[config.mk]
export PLATFORM = sky130hd
export DESIGN_NAME = imm_extend_pipe_flat
export DESIGN_NICKNAME = d
export VERILOG_FILES = /design/src/rtl/imm_extend_pipe_if.sv /design/src/rtl/imm_extend_pipe.sv /design/src/flat_wrapper.sv
export SDC_FILE = /design/constraint.sdc
export NUM_CORES = 1
export LEC_CHECK = 0
export BUFFER_PORTS_ARGS = -buffer_cell sky130_fd_sc_hd__buf_2
export CAP_MARGIN = 30
export CORE_MARGIN = 1
export CORE_UTILIZATION = 25
export CTS_BUF_LIST = sky130_fd_sc_hd__clkbuf_8
export DETAILED_ROUTE_END_ITERATION = 10
export GPL_TIMING_DRIVEN = 0
export MAX_ROUTING_LAYER = met4
export SLEW_MARGIN = 30
export SYNTH_ARGS = -nofsm -noshare
export SYNTH_HDL_FRONTEND = slang
export SYNTH_SLANG_ARGS = --single-unit
export TNS_END_PERCENT = 50
[constraint.sdc]
create_clock -name clk -period 1.6 [get_ports clk]
set_input_delay 0.08 -clock clk [delete_from_list [all_inputs] [get_ports clk]]
set_output_delay 0.08 -clock clk [all_outputs]
set_load 0.03 [all_outputs]
[src/rtl/imm_extend_pipe_if.sv]
// Handshake bundle for imm_extend_pipe: immediate request side and
// extended-result side, each with its own valid/ready pair.
interface imm_extend_pipe_if #(
    parameter int IN_W  = 16,
    parameter int OUT_W = 32
);
    logic             in_valid;
    logic             in_ready;
    logic [IN_W-1:0]  immediate;
    logic [1:0]       mode;
    logic             out_valid;
    logic             out_ready;
    logic [OUT_W-1:0] output_imm;

    modport master (
        output in_valid,
        output immediate,
        output mode,
        output out_ready,
        input  in_ready,
        input  out_valid,
        input  output_imm
    );

    modport slave (
        input  in_valid,
        input  immediate,
        input  mode,
        input  out_ready,
        output in_ready,
        output out_valid,
        output output_imm
    );
endinterface

[src/rtl/imm_extend_pipe.sv]
// Immediate extender (sign/zero/upper/branch) behind a 2-entry in-order buffer.
// Define IMM_EXT_STATS_EN to add the saturating xfer_count output.
module imm_extend_pipe #(
    parameter int IN_W  = 16,
    parameter int OUT_W = 32
) (
    input  logic              clk,
    input  logic              reset,
    input  logic              flush,
    imm_extend_pipe_if.slave  bus
`ifdef IMM_EXT_STATS_EN
    ,
    output logic [15:0]       xfer_count
`endif
);
    typedef enum logic [1:0] {
        EMPTY = 2'd0,
        ONE   = 2'd1,
        FULL  = 2'd2
    } state_t;

    state_t           state;
    logic [OUT_W-1:0] head;
    logic [OUT_W-1:0] tail;
    logic             out_valid_r;
    logic             in_ready_r;
    logic [OUT_W-1:0] sext;
    logic [OUT_W-1:0] ext;
    logic             push;
    logic             pop;

    assign push = bus.in_valid & in_ready_r;
    assign pop  = out_valid_r & bus.out_ready;

    always_comb begin
        sext = {{(OUT_W-IN_W){bus.immediate[IN_W-1]}}, bus.immediate};
        ext  = sext;
        case (bus.mode)
            2'b00:   ext = sext;
            2'b01:   ext = {{(OUT_W-IN_W){1'b0}}, bus.immediate};
            2'b10:   ext = {bus.immediate, {(OUT_W-IN_W){1'b0}}};
            default: ext = sext << 2;
        endcase
    end

    // head is kept zero while empty so output_imm reads zero without a mux
    always_ff @(posedge clk or posedge reset) begin
        if (reset) begin
            state       <= EMPTY;
            head        <= '0;
            tail        <= '0;
            out_valid_r <= 1'b0;
            in_ready_r  <= 1'b1;
        end else if (flush) begin
            state       <= EMPTY;
            head        <= '0;
            tail        <= '0;
            out_valid_r <= 1'b0;
            in_ready_r  <= 1'b1;
        end else begin
            case (state)
                EMPTY: begin
                    if (push) begin
                        head        <= ext;
                        state       <= ONE;
                        out_valid_r <= 1'b1;
                    end
                end
                ONE: begin
                    if (push && pop) begin
                        head <= ext;
                    end else if (push) begin
                        tail       <= ext;
                        state      <= FULL;
                        in_ready_r <= 1'b0;
                    end else if (pop) begin
                        head        <= '0;
                        state       <= EMPTY;
                        out_valid_r <= 1'b0;
                    end
                end
                FULL: begin
                    if (pop) begin
                        head       <= tail;
                        tail       <= '0;
                        state      <= ONE;
                        in_ready_r <= 1'b1;
                    end
                end
                default: begin
                    state       <= EMPTY;
                    head        <= '0;
                    tail        <= '0;
                    out_valid_r <= 1'b0;
                    in_ready_r  <= 1'b1;
                end
            endcase
        end
    end

    assign bus.in_ready   = in_ready_r;
    assign bus.out_valid  = out_valid_r;
    assign bus.output_imm = head;

`ifdef IMM_EXT_STATS_EN
    always_ff @(posedge clk or posedge reset) begin
        if (reset) begin
            xfer_count <= '0;
        end else if (pop && xfer_count != 16'hFFFF) begin
            xfer_count <= xfer_count + 16'd1;
        end
    end
`endif
endmodule

[src/flat_wrapper.sv]
// flat-port wrapper written by rule: the top's interface ports become plain ports
module imm_extend_pipe_flat 
#(
    parameter int IN_W  = 16,
    parameter int OUT_W = 32
)
  (clk, reset, flush, bus_in_valid, bus_immediate, bus_mode, bus_out_ready, bus_in_ready, bus_out_valid, bus_output_imm);
  imm_extend_pipe_if #(.IN_W(IN_W), .OUT_W(OUT_W)) bus_i ();
  input  logic clk;
  input  logic reset;
  input  logic flush;
  input wire logic [$bits(bus_i.in_valid)-1:0] bus_in_valid;
  input wire logic [$bits(bus_i.immediate)-1:0] bus_immediate;
  input wire logic [$bits(bus_i.mode)-1:0] bus_mode;
  input wire logic [$bits(bus_i.out_ready)-1:0] bus_out_ready;
  output wire logic [$bits(bus_i.in_ready)-1:0] bus_in_ready;
  output wire logic [$bits(bus_i.out_valid)-1:0] bus_out_valid;
  output wire logic [$bits(bus_i.output_imm)-1:0] bus_output_imm;
  assign bus_i.in_valid = bus_in_valid;
  assign bus_i.immediate = bus_immediate;
  assign bus_i.mode = bus_mode;
  assign bus_i.out_ready = bus_out_ready;
  assign bus_in_ready = bus_i.in_ready;
  assign bus_out_valid = bus_i.out_valid;
  assign bus_output_imm = bus_i.output_imm;
  imm_extend_pipe #(.IN_W(IN_W), .OUT_W(OUT_W)) u_core (.clk(clk), .reset(reset), .flush(flush), .bus(bus_i));
endmodule
==> flow_summary.toml <==
[outcome]
outcome = "complete, no violations"

[detailed_routing]
wl_per_cell_um = 17.7
drtIter0Drc = 217
ant_nets = 0
route.detailed.drc = 0
firstDrtPassIters = 5
vias_per_cell = 5.08
num_vias = 2873
totalWireLength_mm = 10.0

[hold_path]
hold_depth = 2
hold-path-endpoint = "u_core.tail[31]$_DFFE_PP0P_"
hold_path_class = "input port to register"
worstHoldStart = "bus_immediate[15]"

[clocking]
clockBufferDepth = 2
cts-root-buf = "clkbuf_8"
cts_tree = "done"
clock_sink_count = 68
cts_htree_levels = 3
clk_pin_slew_worst_paths_ns = 0.08
cts-buffers-inserted = 9
insertion_delay_ns = 0.34

[synthesis]
yosys_most_used_dff = "dfrtp_1"
ys_top_cells_by_area = "dfrtp_1, o2bb2ai_1, a22o_1"
yosys.cell_types.count = 42
synth_largest_area_cell = "dfrtp_1"
synth_edf_count = 0
yosysTopAreaCellShare_pct = 49.7
syn_inst = 305
syn_avg_cell_area_um2 = 11.1
syn_nets = 328
ys_warn_count = 0
async_flop_share_pct = 100
yosysSeqAreaShare_pct = 50.5
netlist_area_um2 = 3370
synth_seq_cells = 68

[worst_setup_path]
r2r_slack_ns = 0.03
cp-end-kind = "register"
path_max_fanout = 10
reg2reg_depth = 4
r2r_start = "u_core.bus.in_ready$_DFFE_PP1P_"
cp_slowest_stage_delay_ns = 0.59
cp.required_ns = 1.88
crit_chain = "nand2_4, or4_4, buf_12, o2bb2ai_2"
cp_data_arrival_time_ns = 1.85
worstSetupPathType = "register to register"
r2r-end = "u_core.tail[21]$_DFFE_PP0P_"
slowest_stage = "dfstp_2"
start_kind = "register"

[timing]
fin_hold_ws_ns = 0.0286
tightest_slew_ns = 0.570
slew-limit-headroom_pct = 62.0
hold_viol = 0
final.setup.tns_ns = 0
finalMaxSlewViolations = 0
fmax_mhz = 635
post-route-period-util_pct = 98.4
rsz0062_at_grt = "yes"
finalSetupViolCount = 0
fin_crit_ns = 1.57
finalClockSkew_ns = 0.00700

[global_routing]
grt_pass1_vias = 2841
grt_overflow = 0
globalRouteTotalUtil_pct = 15.1
grt_antenna_before_repair = 0
grt_pass1_wl_mm = 15.8
grt_max_degree = 30

[finish]
drive_gt1_share_pct = 36.5
diodes = 0
nets = 408
area_growth_syn_to_layout_pct = 28.9
fin_util_pct = 33.0
final_cell_area_um2 = 4350

[placement]
dp_hpwl_mm = 7.00
gp_congestion = 0.813
numPortBuffers = 54
dpl_cell_area_um2 = 3910

[flow_run]
drv_cap = 0

[floorplan]
die_h_um = 118
die_area_um2 = 14000
core-area_um2 = 13200
start_util_pct = 25.6
rows = 42
ioPinCount = 57
die_w_um = 118

[power_and_ir_drop]
p_leak_nw = 2.10
comb_power_share_pct = 25.8
total_power_mw = 4.46
power_density_nw_per_um2 = 1030
clkPwrFrac_pct = 31.4
irDropWorstVdd_v = 0.000457
p_seq_share_pct = 42.8
sw_frac_of_total_pct = 32.8
cellInternalPower_mw = 3.00
p_switching_mw = 1.46
## worst max-delay path by stage
stage                               startpoint                          end  slack (ns)  cells past startpoint
2_1_floorplan  u_core.bus.in_ready$_DFFE_PP1P_  u_core.tail[17]$_DFFE_PP0P_       -0.14                      5
3_3_place_gp   u_core.bus.in_ready$_DFFE_PP1P_   u_core.tail[0]$_DFFE_PP0P_       -0.25                      4
3_5_place_dp   u_core.bus.in_ready$_DFFE_PP1P_   u_core.tail[2]$_DFFE_PP0P_       -0.32                      4
4_1_cts        u_core.bus.in_ready$_DFFE_PP1P_  u_core.tail[17]$_DFFE_PP0P_       -0.05                      5
5_1_grt        u_core.bus.in_ready$_DFFE_PP1P_  u_core.tail[19]$_DFFE_PP0P_       -0.02                      4
6_report       u_core.bus.in_ready$_DFFE_PP1P_  u_core.tail[21]$_DFFE_PP0P_        0.03                      4
## layout make-up
| class | instances | area [µm²] |
|---|---|---|
| plain buffers | 27 | 199 |
| inverters | 18 | 76.3 |
| clock buffers | 10 | 138 |
| well taps | 176 | 220 |
| multi-input cells | 191 | 1540 |
| flip-flops and latches | 68 | 1700 |
| fillers | 1321 | 8840 |
| clock inverters | 5 | 52.6 |
| repair buffers | 70 | 422 |
## critical path, delay by kind of cell, from the launching register on
family / cells / cell delay [ns]
AOI/OAI and AO/OA: 1 / 0.11
buffers and inverters: 1 / 0.18
DFF: 1 / 0.59
and+or+nand+nor: 2 / 0.62
## layer usage
layer  vias to the layer above  wire length, µm  part of all wire [%]  track usage (%)
met5                         -                0                     0                -
met4                         0               76                  0.76             2.96
met3                         7              574                   5.7             3.76
met2                        85             4650                    46             22.8
li1                       1327                -                     -                -
met1                      1454             4710                    47             20.5
## kinds of logic after synthesis
group	Yosys count	share of synthesized area, %
buffers and inverters	46	6.75
AOI/OAI and AO/OA	151	35.1
DFF	68	50.5
and+or+nand+nor	38	7.01
muxes	2	0.631
## power groups by stage
stage	clock (mW)	sequential [mW]	combinational [mW]
after floorplan	0	2.09	0.525
after global placement	0	1.94	0.980
after detailed placement	0	1.94	1.01
after CTS	1.44	1.91	1.07
after global routing	1.52	1.92	1.24
final	1.40	1.91	1.15
## stage by stage
stage	worst slack, ns	std cells
after floorplan	-0.139	305
after global placement	-0.247	535
after detailed placement	-0.319	537
after CTS	-0.0453	557
after global routing	-0.0169	565
final	0.0261	565
## cell usage after synthesis (5+ instances only)
master	instances
a22oi_1	16
a22o_1	18
inv_1	17
o21ai_0	15
o2bb2ai_2	9
nand3_1	17
dfrtp_1	67
o2bb2ai_1	37
a21oi_1	18
o22ai_1	14
a21o_1	15
clkbuf_1	5
buf_2	16
## registers in the layout (all words and copies together), names as in the netlist
signal,cells
u_core.bus.output_imm,32
u_core.tail,32
u_core.state,2
u_core.bus.in_ready,1
u_core.bus.out_valid,1
## placed cells by master, fill, tap and decap left out, drive strengths merged, types with 5 or more instances in the layout
cell type,synthesis,final
nor2,5,5
o21ai,15,15
buf,23,91
inv,18,17
clkbuf,5,15
a21o,15,15
a22oi,16,16
dfrtp,67,67
nand3,17,17
o2bb2ai,46,46
o22ai,14,14
a21oi,20,20
a22o,18,18
## timing repair
| item | 4_1_cts | 5_1_grt |
|---|---|---|
| endpoints found under the setup margin | 55 | 63 |
| buffers inserted | 4 | 9 |
| pin swaps | 15 | 11 |
| endpoints found under the hold margin | 68 | 0 |
| hold buffers | 1 | 0 |
| resized for setup | 17 | 29 |
Note: power is estimated with default switching activity, not from simulation.
